### config.mk
export PLATFORM = sky130hd
export DESIGN_NAME = sysid_check_ctrl_flat
export DESIGN_NICKNAME = d
export VERILOG_FILES = /design/src/rtl/sysid_check_ctrl_if.sv /design/src/rtl/sysid_check_ctrl.sv /design/src/flat_wrapper.sv
export SDC_FILE = /design/constraint.sdc
export NUM_CORES = 1
export LEC_CHECK = 0
export BUFFER_PORTS_ARGS = -buffer_cell sky130_fd_sc_hd__clkbuf_2
export CAP_MARGIN = 20
export CORE_MARGIN = 1
export CORE_UTILIZATION = 45
export CTS_CLUSTER_SIZE = 10
export DETAILED_ROUTE_END_ITERATION = 8
export PLACE_DENSITY = 0.75
export SYNTH_ARGS = -nofsm -noshare
export SYNTH_HDL_FRONTEND = slang
export SYNTH_SLANG_ARGS = --single-unit
export TNS_END_PERCENT = 20
### constraint.sdc
create_clock -name clock -period 1.76 [get_ports clock]
set_input_delay 0.176 -clock clock [delete_from_list [all_inputs] [get_ports clock]]
set_output_delay 0.176 -clock clock [all_outputs]
set_load 0.01 [all_outputs]
### src/rtl/sysid_check_ctrl_if.sv
// System-ID slave read port plus the debug requester port.
// The controller takes the master side and the environment takes the slave side.
interface sysid_check_ctrl_if;
   logic        sysid_address;
   logic        sysid_read;
   logic [31:0] sysid_readdata;
   logic        dbg_req;
   logic        dbg_addr;
   logic        dbg_gnt;
   logic [31:0] dbg_rdata;
   logic        dbg_rvalid;

   modport master (
      output sysid_address,
      output sysid_read,
      input  sysid_readdata,
      input  dbg_req,
      input  dbg_addr,
      output dbg_gnt,
      output dbg_rdata,
      output dbg_rvalid
   );

   modport slave (
      input  sysid_address,
      input  sysid_read,
      output sysid_readdata,
      output dbg_req,
      output dbg_addr,
      input  dbg_gnt,
      input  dbg_rdata,
      input  dbg_rvalid
   );
endinterface

### src/rtl/sysid_check_ctrl.sv
// Boot-time system-ID check sequencer and single-master arbiter for the
// system-ID slave. It reads the ID word (address 0) and the timestamp word
// (address 1), compares both against the expected values, and reports
// pass/fail. Debug reads are serviced whenever no check is running.
// Optional feature macro: SYSID_AUTOSTART_EN issues one internal start in
// the first cycle after reset deasserts.
module sysid_check_ctrl #(
   parameter logic [31:0] EXPECTED_ID  = 32'd0,
   parameter logic [31:0] EXPECTED_TS  = 32'd1668911089,
   parameter int unsigned READ_LATENCY = 1
) (
   input  logic                clock,
   input  logic                reset,
   input  logic                start,
   sysid_check_ctrl_if.master  bus,
   output logic [31:0]         id_word,
   output logic [31:0]         ts_word,
   output logic                busy,
   output logic                check_done,
   output logic                check_pass
);

   localparam int unsigned CNT_W = 4;
   localparam logic [CNT_W-1:0] CNT_LAST = CNT_W'(READ_LATENCY - 1);

   typedef enum logic [2:0] {
      S_IDLE  = 3'd0,
      S_RD_ID = 3'd1,
      S_RD_TS = 3'd2,
      S_CMP   = 3'd3,
      S_DONE  = 3'd4,
      S_DBG   = 3'd5
   } state_e;

   state_e            state_q, state_d;
   logic              ret_done_q, ret_done_d;
   logic [CNT_W-1:0]  cnt_q, cnt_d;
   logic              dbg_addr_q, dbg_addr_d;
   logic              addr_q, addr_d;
   logic              read_q, read_d;
   logic [31:0]       id_q, id_d;
   logic [31:0]       ts_q, ts_d;
   logic [31:0]       drd_q, drd_d;
   logic              gnt_q, gnt_d;
   logic              rvalid_q, rvalid_d;
   logic              busy_q, busy_d;
   logic              done_q, done_d;
   logic              pass_q, pass_d;
   logic              start_c;
   logic              last_c;

`ifdef SYSID_AUTOSTART_EN
   logic arm_q, arm_d;
   logic auto_q, auto_d;

   // One-shot: armed during reset, fires a single start one cycle after release.
   always_comb begin
      arm_d  = 1'b0;
      auto_d = arm_q;
   end

   // Autostart one-shot registers.
   always_ff @(posedge clock) begin
      if (reset) begin
         arm_q  <= 1'b1;
         auto_q <= 1'b0;
      end else begin
         arm_q  <= arm_d;
         auto_q <= auto_d;
      end
   end

   assign start_c = start | auto_q;
`else
   assign start_c = start;
`endif

   assign last_c = (cnt_q == CNT_LAST);

   // Next-state, result capture and next-cycle port values.
   always_comb begin
      state_d    = state_q;
      ret_done_d = ret_done_q;
      cnt_d      = cnt_q;
      dbg_addr_d = dbg_addr_q;
      id_d       = id_q;
      ts_d       = ts_q;
      drd_d      = drd_q;
      done_d     = done_q;
      pass_d     = pass_q;
      gnt_d      = 1'b0;
      rvalid_d   = 1'b0;

      case (state_q)
         S_IDLE, S_DONE: begin
            if (start_c) begin
               state_d = S_RD_ID;
               cnt_d   = '0;
               done_d  = 1'b0;
               pass_d  = 1'b0;
            end else if (bus.dbg_req) begin
               state_d    = S_DBG;
               cnt_d      = '0;
               gnt_d      = 1'b1;
               dbg_addr_d = bus.dbg_addr;
               ret_done_d = (state_q == S_DONE);
            end
         end
         S_RD_ID: begin
            if (last_c) begin
               id_d    = bus.sysid_readdata;
               cnt_d   = '0;
               state_d = S_RD_TS;
            end else begin
               cnt_d = cnt_q + CNT_W'(1);
            end
         end
         S_RD_TS: begin
            if (last_c) begin
               ts_d    = bus.sysid_readdata;
               cnt_d   = '0;
               state_d = S_CMP;
            end else begin
               cnt_d = cnt_q + CNT_W'(1);
            end
         end
         S_CMP: begin
            // Results are final here, so a waiting debug request can be granted
            // in the same step instead of idling one cycle in DONE.
            pass_d = (id_q == EXPECTED_ID) && (ts_q == EXPECTED_TS);
            done_d = 1'b1;
            if (bus.dbg_req) begin
               state_d    = S_DBG;
               cnt_d      = '0;
               gnt_d      = 1'b1;
               dbg_addr_d = bus.dbg_addr;
               ret_done_d = 1'b1;
            end else begin
               state_d = S_DONE;
            end
         end
         S_DBG: begin
            if (last_c) begin
               drd_d    = bus.sysid_readdata;
               rvalid_d = 1'b1;
               cnt_d    = '0;
               state_d  = ret_done_q ? S_DONE : S_IDLE;
            end else begin
               cnt_d = cnt_q + CNT_W'(1);
            end
         end
         default: begin
            state_d = S_IDLE;
         end
      endcase

      read_d = (state_d == S_RD_ID) || (state_d == S_RD_TS) || (state_d == S_DBG);
      addr_d = (state_d == S_RD_TS) || ((state_d == S_DBG) && dbg_addr_d);
      busy_d = (state_d != S_IDLE) && (state_d != S_DONE);
   end

   // State and output registers with synchronous reset.
   always_ff @(posedge clock) begin
      if (reset) begin
         state_q    <= S_IDLE;
         ret_done_q <= 1'b0;
         cnt_q      <= '0;
         dbg_addr_q <= 1'b0;
         addr_q     <= 1'b0;
         read_q     <= 1'b0;
         id_q       <= '0;
         ts_q       <= '0;
         drd_q      <= '0;
         gnt_q      <= 1'b0;
         rvalid_q   <= 1'b0;
         busy_q     <= 1'b0;
         done_q     <= 1'b0;
         pass_q     <= 1'b0;
      end else begin
         state_q    <= state_d;
         ret_done_q <= ret_done_d;
         cnt_q      <= cnt_d;
         dbg_addr_q <= dbg_addr_d;
         addr_q     <= addr_d;
         read_q     <= read_d;
         id_q       <= id_d;
         ts_q       <= ts_d;
         drd_q      <= drd_d;
         gnt_q      <= gnt_d;
         rvalid_q   <= rvalid_d;
         busy_q     <= busy_d;
         done_q     <= done_d;
         pass_q     <= pass_d;
      end
   end

   assign bus.sysid_address = addr_q;
   assign bus.sysid_read    = read_q;
   assign bus.dbg_gnt       = gnt_q;
   assign bus.dbg_rdata     = drd_q;
   assign bus.dbg_rvalid    = rvalid_q;
   assign id_word           = id_q;
   assign ts_word           = ts_q;
   assign busy              = busy_q;
   assign check_done        = done_q;
   assign check_pass        = pass_q;

endmodule

### src/flat_wrapper.sv
// flat-port wrapper written by rule: the top's interface ports become plain ports
module sysid_check_ctrl_flat 
#(
   parameter logic [31:0] EXPECTED_ID  = 32'd0,
   parameter logic [31:0] EXPECTED_TS  = 32'd1668911089,
   parameter int unsigned READ_LATENCY = 1
)
  (clock, reset, start, id_word, ts_word, busy, check_done, check_pass, bus_sysid_address, bus_sysid_read, bus_sysid_readdata, bus_dbg_req, bus_dbg_addr, bus_dbg_gnt, bus_dbg_rdata, bus_dbg_rvalid);
  sysid_check_ctrl_if bus_i ();
  input  logic clock;
  input  logic reset;
  input  logic start;
  output logic [31:0] id_word;
  output logic [31:0] ts_word;
  output logic busy;
  output logic check_done;
  output logic check_pass;
  output wire logic [$bits(bus_i.sysid_address)-1:0] bus_sysid_address;
  output wire logic [$bits(bus_i.sysid_read)-1:0] bus_sysid_read;
  input wire logic [$bits(bus_i.sysid_readdata)-1:0] bus_sysid_readdata;
  input wire logic [$bits(bus_i.dbg_req)-1:0] bus_dbg_req;
  input wire logic [$bits(bus_i.dbg_addr)-1:0] bus_dbg_addr;
  output wire logic [$bits(bus_i.dbg_gnt)-1:0] bus_dbg_gnt;
  output wire logic [$bits(bus_i.dbg_rdata)-1:0] bus_dbg_rdata;
  output wire logic [$bits(bus_i.dbg_rvalid)-1:0] bus_dbg_rvalid;
  assign bus_sysid_address = bus_i.sysid_address;
  assign bus_sysid_read = bus_i.sysid_read;
  assign bus_i.sysid_readdata = bus_sysid_readdata;
  assign bus_i.dbg_req = bus_dbg_req;
  assign bus_i.dbg_addr = bus_dbg_addr;
  assign bus_dbg_gnt = bus_i.dbg_gnt;
  assign bus_dbg_rdata = bus_i.dbg_rdata;
  assign bus_dbg_rvalid = bus_i.dbg_rvalid;
  sysid_check_ctrl #(.EXPECTED_ID(EXPECTED_ID), .EXPECTED_TS(EXPECTED_TS), .READ_LATENCY(READ_LATENCY)) u_core (.clock(clock), .reset(reset), .start(start), .bus(bus_i), .id_word(id_word), .ts_word(ts_word), .busy(busy), .check_done(check_done), .check_pass(check_pass));
endmodule
# Yosys cells after proc, flatten, opt, wreduce, memory -nomap -nowiden
# Cells that the tools add are included.
dict set report word_totals {
  inputBits 37
  regBits 112
  wordCells 76
}
dict set report classes {
  reduce_logical 20
  n_bitwise 1
  n_addsub 1
  n_mux 26
  n_eq_ne 14
}
# op n
set op_table {}
lappend op_table {{$eq A32 B31 Y1 const B} 1}
lappend op_table {{$logic_not A32 Y1} 1}
lappend op_table {{$mux W3} 6}
lappend op_table {{$pmux W3 S5} 1}
lappend op_table {{$mux W4} 3}
lappend op_table {{$pmux W4 S3} 1}
lappend op_table {{$mux W1} 10}
lappend op_table {{$pmux W1 S2} 5}
lappend op_table {{$eq A3 B2 Y1 const B} 3}
lappend op_table {{$eq A3 B3 Y1 const B} 3}
lappend op_table {{$ne A2 B2 Y1 const B} 4}
lappend op_table {{$reduce_and A2 Y1} 4}
lappend op_table {{$eq A3 B1 Y1 const B} 2}
lappend op_table {{$reduce_bool A3 Y1} 2}
lappend op_table {{$add A4 B1 Y4 const B} 1}
lappend op_table {{$logic_not A4 Y1} 1}
lappend op_table {{$reduce_and A4 Y1} 1}
lappend op_table {{$reduce_or A2 Y1} 2}
lappend op_table {{$logic_and A1 B1 Y1} 3}
lappend op_table {{$logic_not A3 Y1} 1}
lappend op_table {{$logic_or A1 B1 Y1} 3}
lappend op_table {{$ne A3 B3 Y1 const B} 1}
lappend op_table {{$reduce_or A3 Y1} 1}
lappend op_table {{$reduce_bool A2 Y1} 1}
lappend op_table {{$not A1 Y1} 1}

# Longest topological paths before layout
dict set report depth {
  ltp_word 6
  depth_mapped 9
}

# Worst setup path after synthesis
# Ideal clock, no wire load.
dict set report synth_timing {
  kind {register to register}
  startpoint {register u_core.cnt_q[0]}
  endpoint {register u_core.id_q[14] (netlist: u_core.id_word[14])}
  n_path_buf 3
  arrival_time_ns 1.677
  path_slack_ns -0.050
  stages_incl_launch_ff 10
  synth_period_minus_slack_ns 1.810
  setup_ns 0.132
  required_time_ns 1.628
  cell_sequence {dfxtp_1 -> inv_1 -> ha_1 -> or3b_1 -> buf_6 -> or3_1 -> buf_6 -> buf_6 -> nand2_1 -> a21oi_1}
}
dict set report synth_between {
  elab_chain_len 2
}
# element line
set synth_lines {}
lappend synth_lines {{from (decl)} sysid_check_ctrl.sv:37} ;# logic [CNT_W-1:0] cnt_q, cnt_d;
lappend synth_lines {{from (signal assigned)} sysid_check_ctrl.sv:182} ;# cnt_q <= cnt_d;
lappend synth_lines {{$logic_not A4 Y1} sysid_check_ctrl.sv:78} ;# assign last_c = (cnt_q == CNT_LAST);
lappend synth_lines {{$reduce_and A2 Y1 (no source line)} --}
lappend synth_lines {{to (signal assigned)} sysid_check_ctrl.sv:186} ;# id_q <= id_d;
lappend synth_lines {{to (decl)} sysid_check_ctrl.sv:41} ;# logic [31:0] id_q, id_d;
# Every way passes these cells.
# A chain may end at the register's enable or synchronous reset.

# Worst setup path in the final report
dict set report layout_timing {
  startpoint {register u_core.cnt_q[1]}
  endpoint {register u_core.id_q[13] (netlist: u_core.id_word[13])}
}
# Same word-level chain as after synthesis.

==> impl_metrics.prom <==
# TYPE chip_impl_metric gauge
chip_impl_info{name="status",value="finished with violations"} 1
chip_impl_info{name="failed_checks",value="negative setup slack"} 1
chip_impl_info{name="timing.critical_path.from_type",value="register"} 1
chip_impl_info{name="synthTopCellsByArea",value="sky130_fd_sc_hd__dfxtp_1, sky130_fd_sc_hd__nand2_1, sky130_fd_sc_hd__a21oi_1, sky130_fd_sc_hd__clkbuf_1, sky130_fd_sc_hd__buf_2"} 1
chip_impl_metric{name="dieWidth",unit="um"} 100.1
chip_impl_metric{name="grt_pass1_wl",unit="mm"} 19.62
chip_impl_metric{name="synthMuxAreaShare",unit="%"} 0.2313
chip_impl_metric{name="arrival",unit="ns"} 2.13
chip_impl_metric{name="internal",unit="mW"} 4.051
chip_impl_metric{name="cp.required",unit="ns"} 2.05
chip_impl_metric{name="max_clock_freq",unit="GHz"} 0.5444
chip_impl_info{name="grt_setup_unrepaired",value="yes"} 1
chip_impl_metric{name="die_height",unit="um"} 100.1
chip_impl_metric{name="hold_buffers",unit=""} 0
chip_impl_metric{name="wl",unit="mm"} 12.80
chip_impl_metric{name="synthesis.area",unit="mm2"} 0.004328
chip_impl_metric{name="post-route-util",unit="%"} 61.24
chip_impl_info{name="cp_common_cell",value="sky130_fd_sc_hd__buf_6"} 1
chip_impl_metric{name="vias_in_the_first_global_route",unit=""} 4050
chip_impl_metric{name="path_clk_slew",unit="ns"} 0.11
chip_impl_metric{name="p_per_area",unit="mW/mm2"} 1045
chip_impl_info{name="worst_setup_path_endpoint",value="u_core.id_word[13]"} 1
chip_impl_metric{name="synth-compound-area-share",unit="%"} 16.31
chip_impl_info{name="cts_tree",value="yes"} 1
chip_impl_metric{name="clock-skew-final",unit="ns"} 0.01444
chip_impl_metric{name="drt-wirelength-per-cell",unit="um"} 15.53
chip_impl_metric{name="worst_slew_slack_as_a_fraction_of_its_limit",unit="%"} 67.33
chip_impl_metric{name="numClockSinks",unit=""} 112
chip_impl_info{name="critical_path_class",value="register to register"} 1
chip_impl_metric{name="share_comb_of_total_power",unit="%"} 24.9
chip_impl_metric{name="rrSetupSlack",unit="ns"} -0.08
chip_impl_info{name="min_path_type",value="input pin to register"} 1
chip_impl_metric{name="drt-initial-drc-count",unit=""} 194
chip_impl_metric{name="drt_first_pass_iters",unit=""} 5
chip_impl_info{name="cp-startpoint",value="u_core.cnt_q[1]"} 1
chip_impl_metric{name="antenna_cells_inserted",unit=""} 0
chip_impl_metric{name="transition_time_at_the_pin_with_the_least_slew_margin",unit="ns"} 0.4901
chip_impl_metric{name="port-buffer-count",unit=""} 139
chip_impl_info{name="predominant_post_synthesis_flop_cell",value="sky130_fd_sc_hd__dfxtp_1"} 1
chip_impl_metric{name="yosys.cell_types.count",unit=""} 42
chip_impl_info{name="crit_family",value="simple AND/OR/NAND/NOR gates"} 1
chip_impl_metric{name="initial_utilization",unit="%"} 46.62
chip_impl_metric{name="synth-async-reset-ratio",unit="%"} 0
chip_impl_metric{name="slowest_cell_delay_on_critical_path",unit="ns"} 0.42
chip_impl_info{name="clock_tree.root_cell",value="sky130_fd_sc_hd__clkbuf_8"} 1
chip_impl_metric{name="final_nets",unit=""} 729
chip_impl_metric{name="area.growth.synth_to_final",unit="%"} 31.37
chip_impl_info{name="timing.rr.end",value="u_core.id_word[13]"} 1
chip_impl_metric{name="timing.final.setup_violations",unit=""} 33
chip_impl_metric{name="critical_path.n_buffers_inverters",unit=""} 4
chip_impl_metric{name="p_clk_share",unit="%"} 26.4
chip_impl_metric{name="seq_power_share",unit="%"} 48.7
chip_impl_metric{name="coreArea",unit="mm2"} 0.009284
chip_impl_metric{name="post_synth_xor_area_fraction",unit="%"} 0
chip_impl_metric{name="io_pins",unit=""} 140
chip_impl_metric{name="average_footprint_of_a_synthesized_cell",unit="um2"} 7.956
chip_impl_metric{name="total_global_routing_track_utilization",unit="%"} 24.96
chip_impl_metric{name="final_critical_path_setup_slack",unit="ns"} -0.07704
chip_impl_metric{name="worst_skew_pair.late_latency",unit="ns"} 0.37
chip_impl_info{name="critical_path.endpoint_type",value="register"} 1
chip_impl_metric{name="detailed_place_hpwl",unit="mm"} 8.825
chip_impl_metric{name="synth_top_area_share",unit="%"} 51.81
chip_impl_metric{name="finalWeightedCongestion",unit=""} 0.8272
chip_impl_metric{name="cts_made_buffers",unit=""} 9
chip_impl_metric{name="sw_frac_of_total",unit="%"} 31.83
chip_impl_metric{name="final_hold_viol_count",unit=""} 0
chip_impl_metric{name="post_synth_inst_count",unit=""} 544
chip_impl_metric{name="final_min_period_over_clock_period",unit="%"} 104.4
chip_impl_metric{name="synth-simple-area-share",unit="%"} 25.73
chip_impl_metric{name="postRouteAntennaNets",unit=""} 0
chip_impl_metric{name="synth.yosys.warnings",unit=""} 0
chip_impl_metric{name="final-max-slew-violation-count",unit=""} 0
chip_impl_metric{name="vdd_ir_drop_max",unit="mV"} 0.6125
chip_impl_metric{name="critical_path_cell_count",unit=""} 9
chip_impl_info{name="cell_breakdown_of_the_critical_path",value="inv_2 > ha_4 > or3b_4 > buf_6 > nor3_4 > buf_6 > buf_12 > nand2_1 > a21oi_1"} 1
chip_impl_metric{name="synth-adder-area-share",unit="%"} 0.5782
chip_impl_metric{name="post-route-min-period",unit="ns"} 1.837
chip_impl_metric{name="timing.setup.tns",unit="ns"} -1.680
chip_impl_metric{name="fin_total_pwr",unit="mW"} 5.942
chip_impl_metric{name="finish.instance_area",unit="mm2"} 0.005685
chip_impl_metric{name="cts.path.max_buffers",unit=""} 2
chip_impl_metric{name="synth.ff_latch_count",unit=""} 112
chip_impl_metric{name="power.leakage",unit="nW"} 2.352
chip_impl_metric{name="seq_area_frac_synth",unit="%"} 51.81
chip_impl_metric{name="placedInstanceArea",unit="mm2"} 0.005288
chip_impl_info{name="synth_top_family_by_area",value="simple AND/OR/NAND/NOR gates"} 1
chip_impl_metric{name="rows",unit=""} 35
chip_impl_metric{name="routed-via-count",unit=""} 4268
chip_impl_metric{name="routed_via_density",unit=""} 5.180
chip_impl_metric{name="r2r.worst_path.cells",unit=""} 9
chip_impl_info{name="critical_path.reg2reg.startpoint",value="u_core.cnt_q[1]"} 1
chip_impl_metric{name="cp_max_fanout",unit=""} 8
chip_impl_metric{name="clock_tree.htree_level_count",unit=""} 3
chip_impl_info{name="cp_slowest_cell",value="sky130_fd_sc_hd__or3b_4"} 1
chip_impl_metric{name="switching_power",unit="mW"} 1.892
chip_impl_metric{name="drc_errors",unit=""} 0
chip_impl_metric{name="drive_above_1_share",unit="%"} 31.80
chip_impl_metric{name="synthesis.nets",unit=""} 583
chip_impl_metric{name="largest_net_degree_at_the_start_of_global_routing",unit=""} 109
chip_impl_metric{name="design.die.area",unit="mm2"} 0.01001
chip_impl_metric{name="globalRoute.totalOverflow",unit=""} 0
chip_impl_metric{name="max_cap_viol_count",unit=""} 0
chip_impl_metric{name="synth_edf_count",unit=""} 0
chip_impl_info{name="netlist.top_cell.by_area",value="sky130_fd_sc_hd__dfxtp_1"} 1
chip_impl_metric{name="antenna_violations_before_repair",unit=""} 0
-- registers in the layout, summed over array words and instances (netlist names), 3 cells and up --
register / count
u_core.ts_word: 32
u_core.cnt_q: 4
u_core.id_word: 32
u_core.bus.dbg_rdata: 32
u_core.state_q: 3
-- synthesized netlist by cell type, types with 3 or more instances --
master,count
sky130_fd_sc_hd__buf_6,6
sky130_fd_sc_hd__buf_2,14
sky130_fd_sc_hd__nor2_1,14
sky130_fd_sc_hd__clkbuf_1,19
sky130_fd_sc_hd__a211oi_1,4
sky130_fd_sc_hd__or4_1,4
sky130_fd_sc_hd__o31ai_1,3
sky130_fd_sc_hd__inv_1,5
sky130_fd_sc_hd__nand3_1,4
sky130_fd_sc_hd__o21ai_0,9
sky130_fd_sc_hd__nand4_1,4
sky130_fd_sc_hd__nor4_1,6
sky130_fd_sc_hd__nand2_1,194
sky130_fd_sc_hd__a21oi_1,104
sky130_fd_sc_hd__nor4bb_1,5
sky130_fd_sc_hd__nor3_1,4
sky130_fd_sc_hd__dfxtp_1,112
-- area by class of cell --
class	count	area, um2
inverters	5	18.77
well taps	129	161.4
flip-flops and latches	112	2245
multi-input cells	387	1966
fillers	891	3598
clock inverters	6	78.83
repair buffers	175	1089
clock buffers	10	127.6
-- through the flow --
stage | setup WS [ns] | cells | hold WS, ns
6_report | -0.07704 | 824 | 0.05234
5_1_grt | -0.1407 | 824 | 0.04439
4_1_cts | -0.006753 | 820 | 0.04077
3_5_place_dp | -0.1239 | 804 | 0.4411
3_3_place_gp | -0.04969 | 804 | 0.4353
2_1_floorplan | -0.03962 | 544 | 0.3120
-- routing by layer --
layer | GRT usage [%] | up-vias | part of all wire [%] | wire (um)
met1 | 32.13 | 1989 | 44 | 5649
met2 | 41.70 | 157 | 47 | 6015
li1 | - | 2104 | - | -
met4 | 8.027 | 0 | 1.4 | 185
met5 | 0 | - | 0 | 0
met3 | 5.571 | 18 | 7.4 | 944
-- what timing repair did --
| item | 4_1_cts | 5_1_grt |
|---|---|---|
| gates resized for setup | 6 | 27 |
| buffers inserted | 0 | 1 |
| pin swaps | 0 | 6 |
| endpoints found under the hold margin | 0 | 0 |
| setup endpoints to repair | 66 | 77 |
| gates cloned | 0 | 3 |
-- cells in the final DEF, fill, tap and decap left out, drive strengths merged, types with 3 or more instances in the layout --
master and n:
nor2 14, nor3 5, nand2 194, nor4bb 5
o31ai 3, dfxtp 112, nand3 4, a21oi 104
clkbuf 150, o21ai 10, buf 35, nand4 4
nor4 6, a211oi 4, or4 4, inv 7
-- power groups by stage --
stage	sequential [mW]	clock (mW)	combinational, mW
after floorplan	3.00	0	0.697
after global placement	2.94	0	1.29
after detailed placement	2.95	0	1.31
after CTS	2.89	1.60	1.33
after global routing	2.92	1.71	1.60
final	2.89	1.57	1.48
-- tightest hold or removal path, stage by stage --
cell	delay, ns
sky130_fd_sc_hd__clkbuf_2	0.10
sky130_fd_sc_hd__nand2_1	0.05
sky130_fd_sc_hd__a21oi_1	0.05
-- worst min path at each step --
stage	start	depth (start not counted)	to
after floorplan	bus_sysid_readdata[0]	2	u_core.bus.dbg_rdata[0]
after CTS	bus_sysid_readdata[17]	3	u_core.ts_word[17]
after global placement	bus_sysid_readdata[5]	3	u_core.bus.dbg_rdata[5]
after detailed placement	bus_sysid_readdata[3]	3	u_core.ts_word[3]
final	bus_sysid_readdata[4]	3	u_core.id_word[4]
after global routing	bus_sysid_readdata[15]	3	u_core.id_word[15]
-- kinds of logic after synthesis --
group,after synthesis
compound gates,130
fa+ha+maj,2
buf+inv,45
flops,112
mux,1
simple gates,254
No activity file was read; power rests on OpenSTA's default activity.
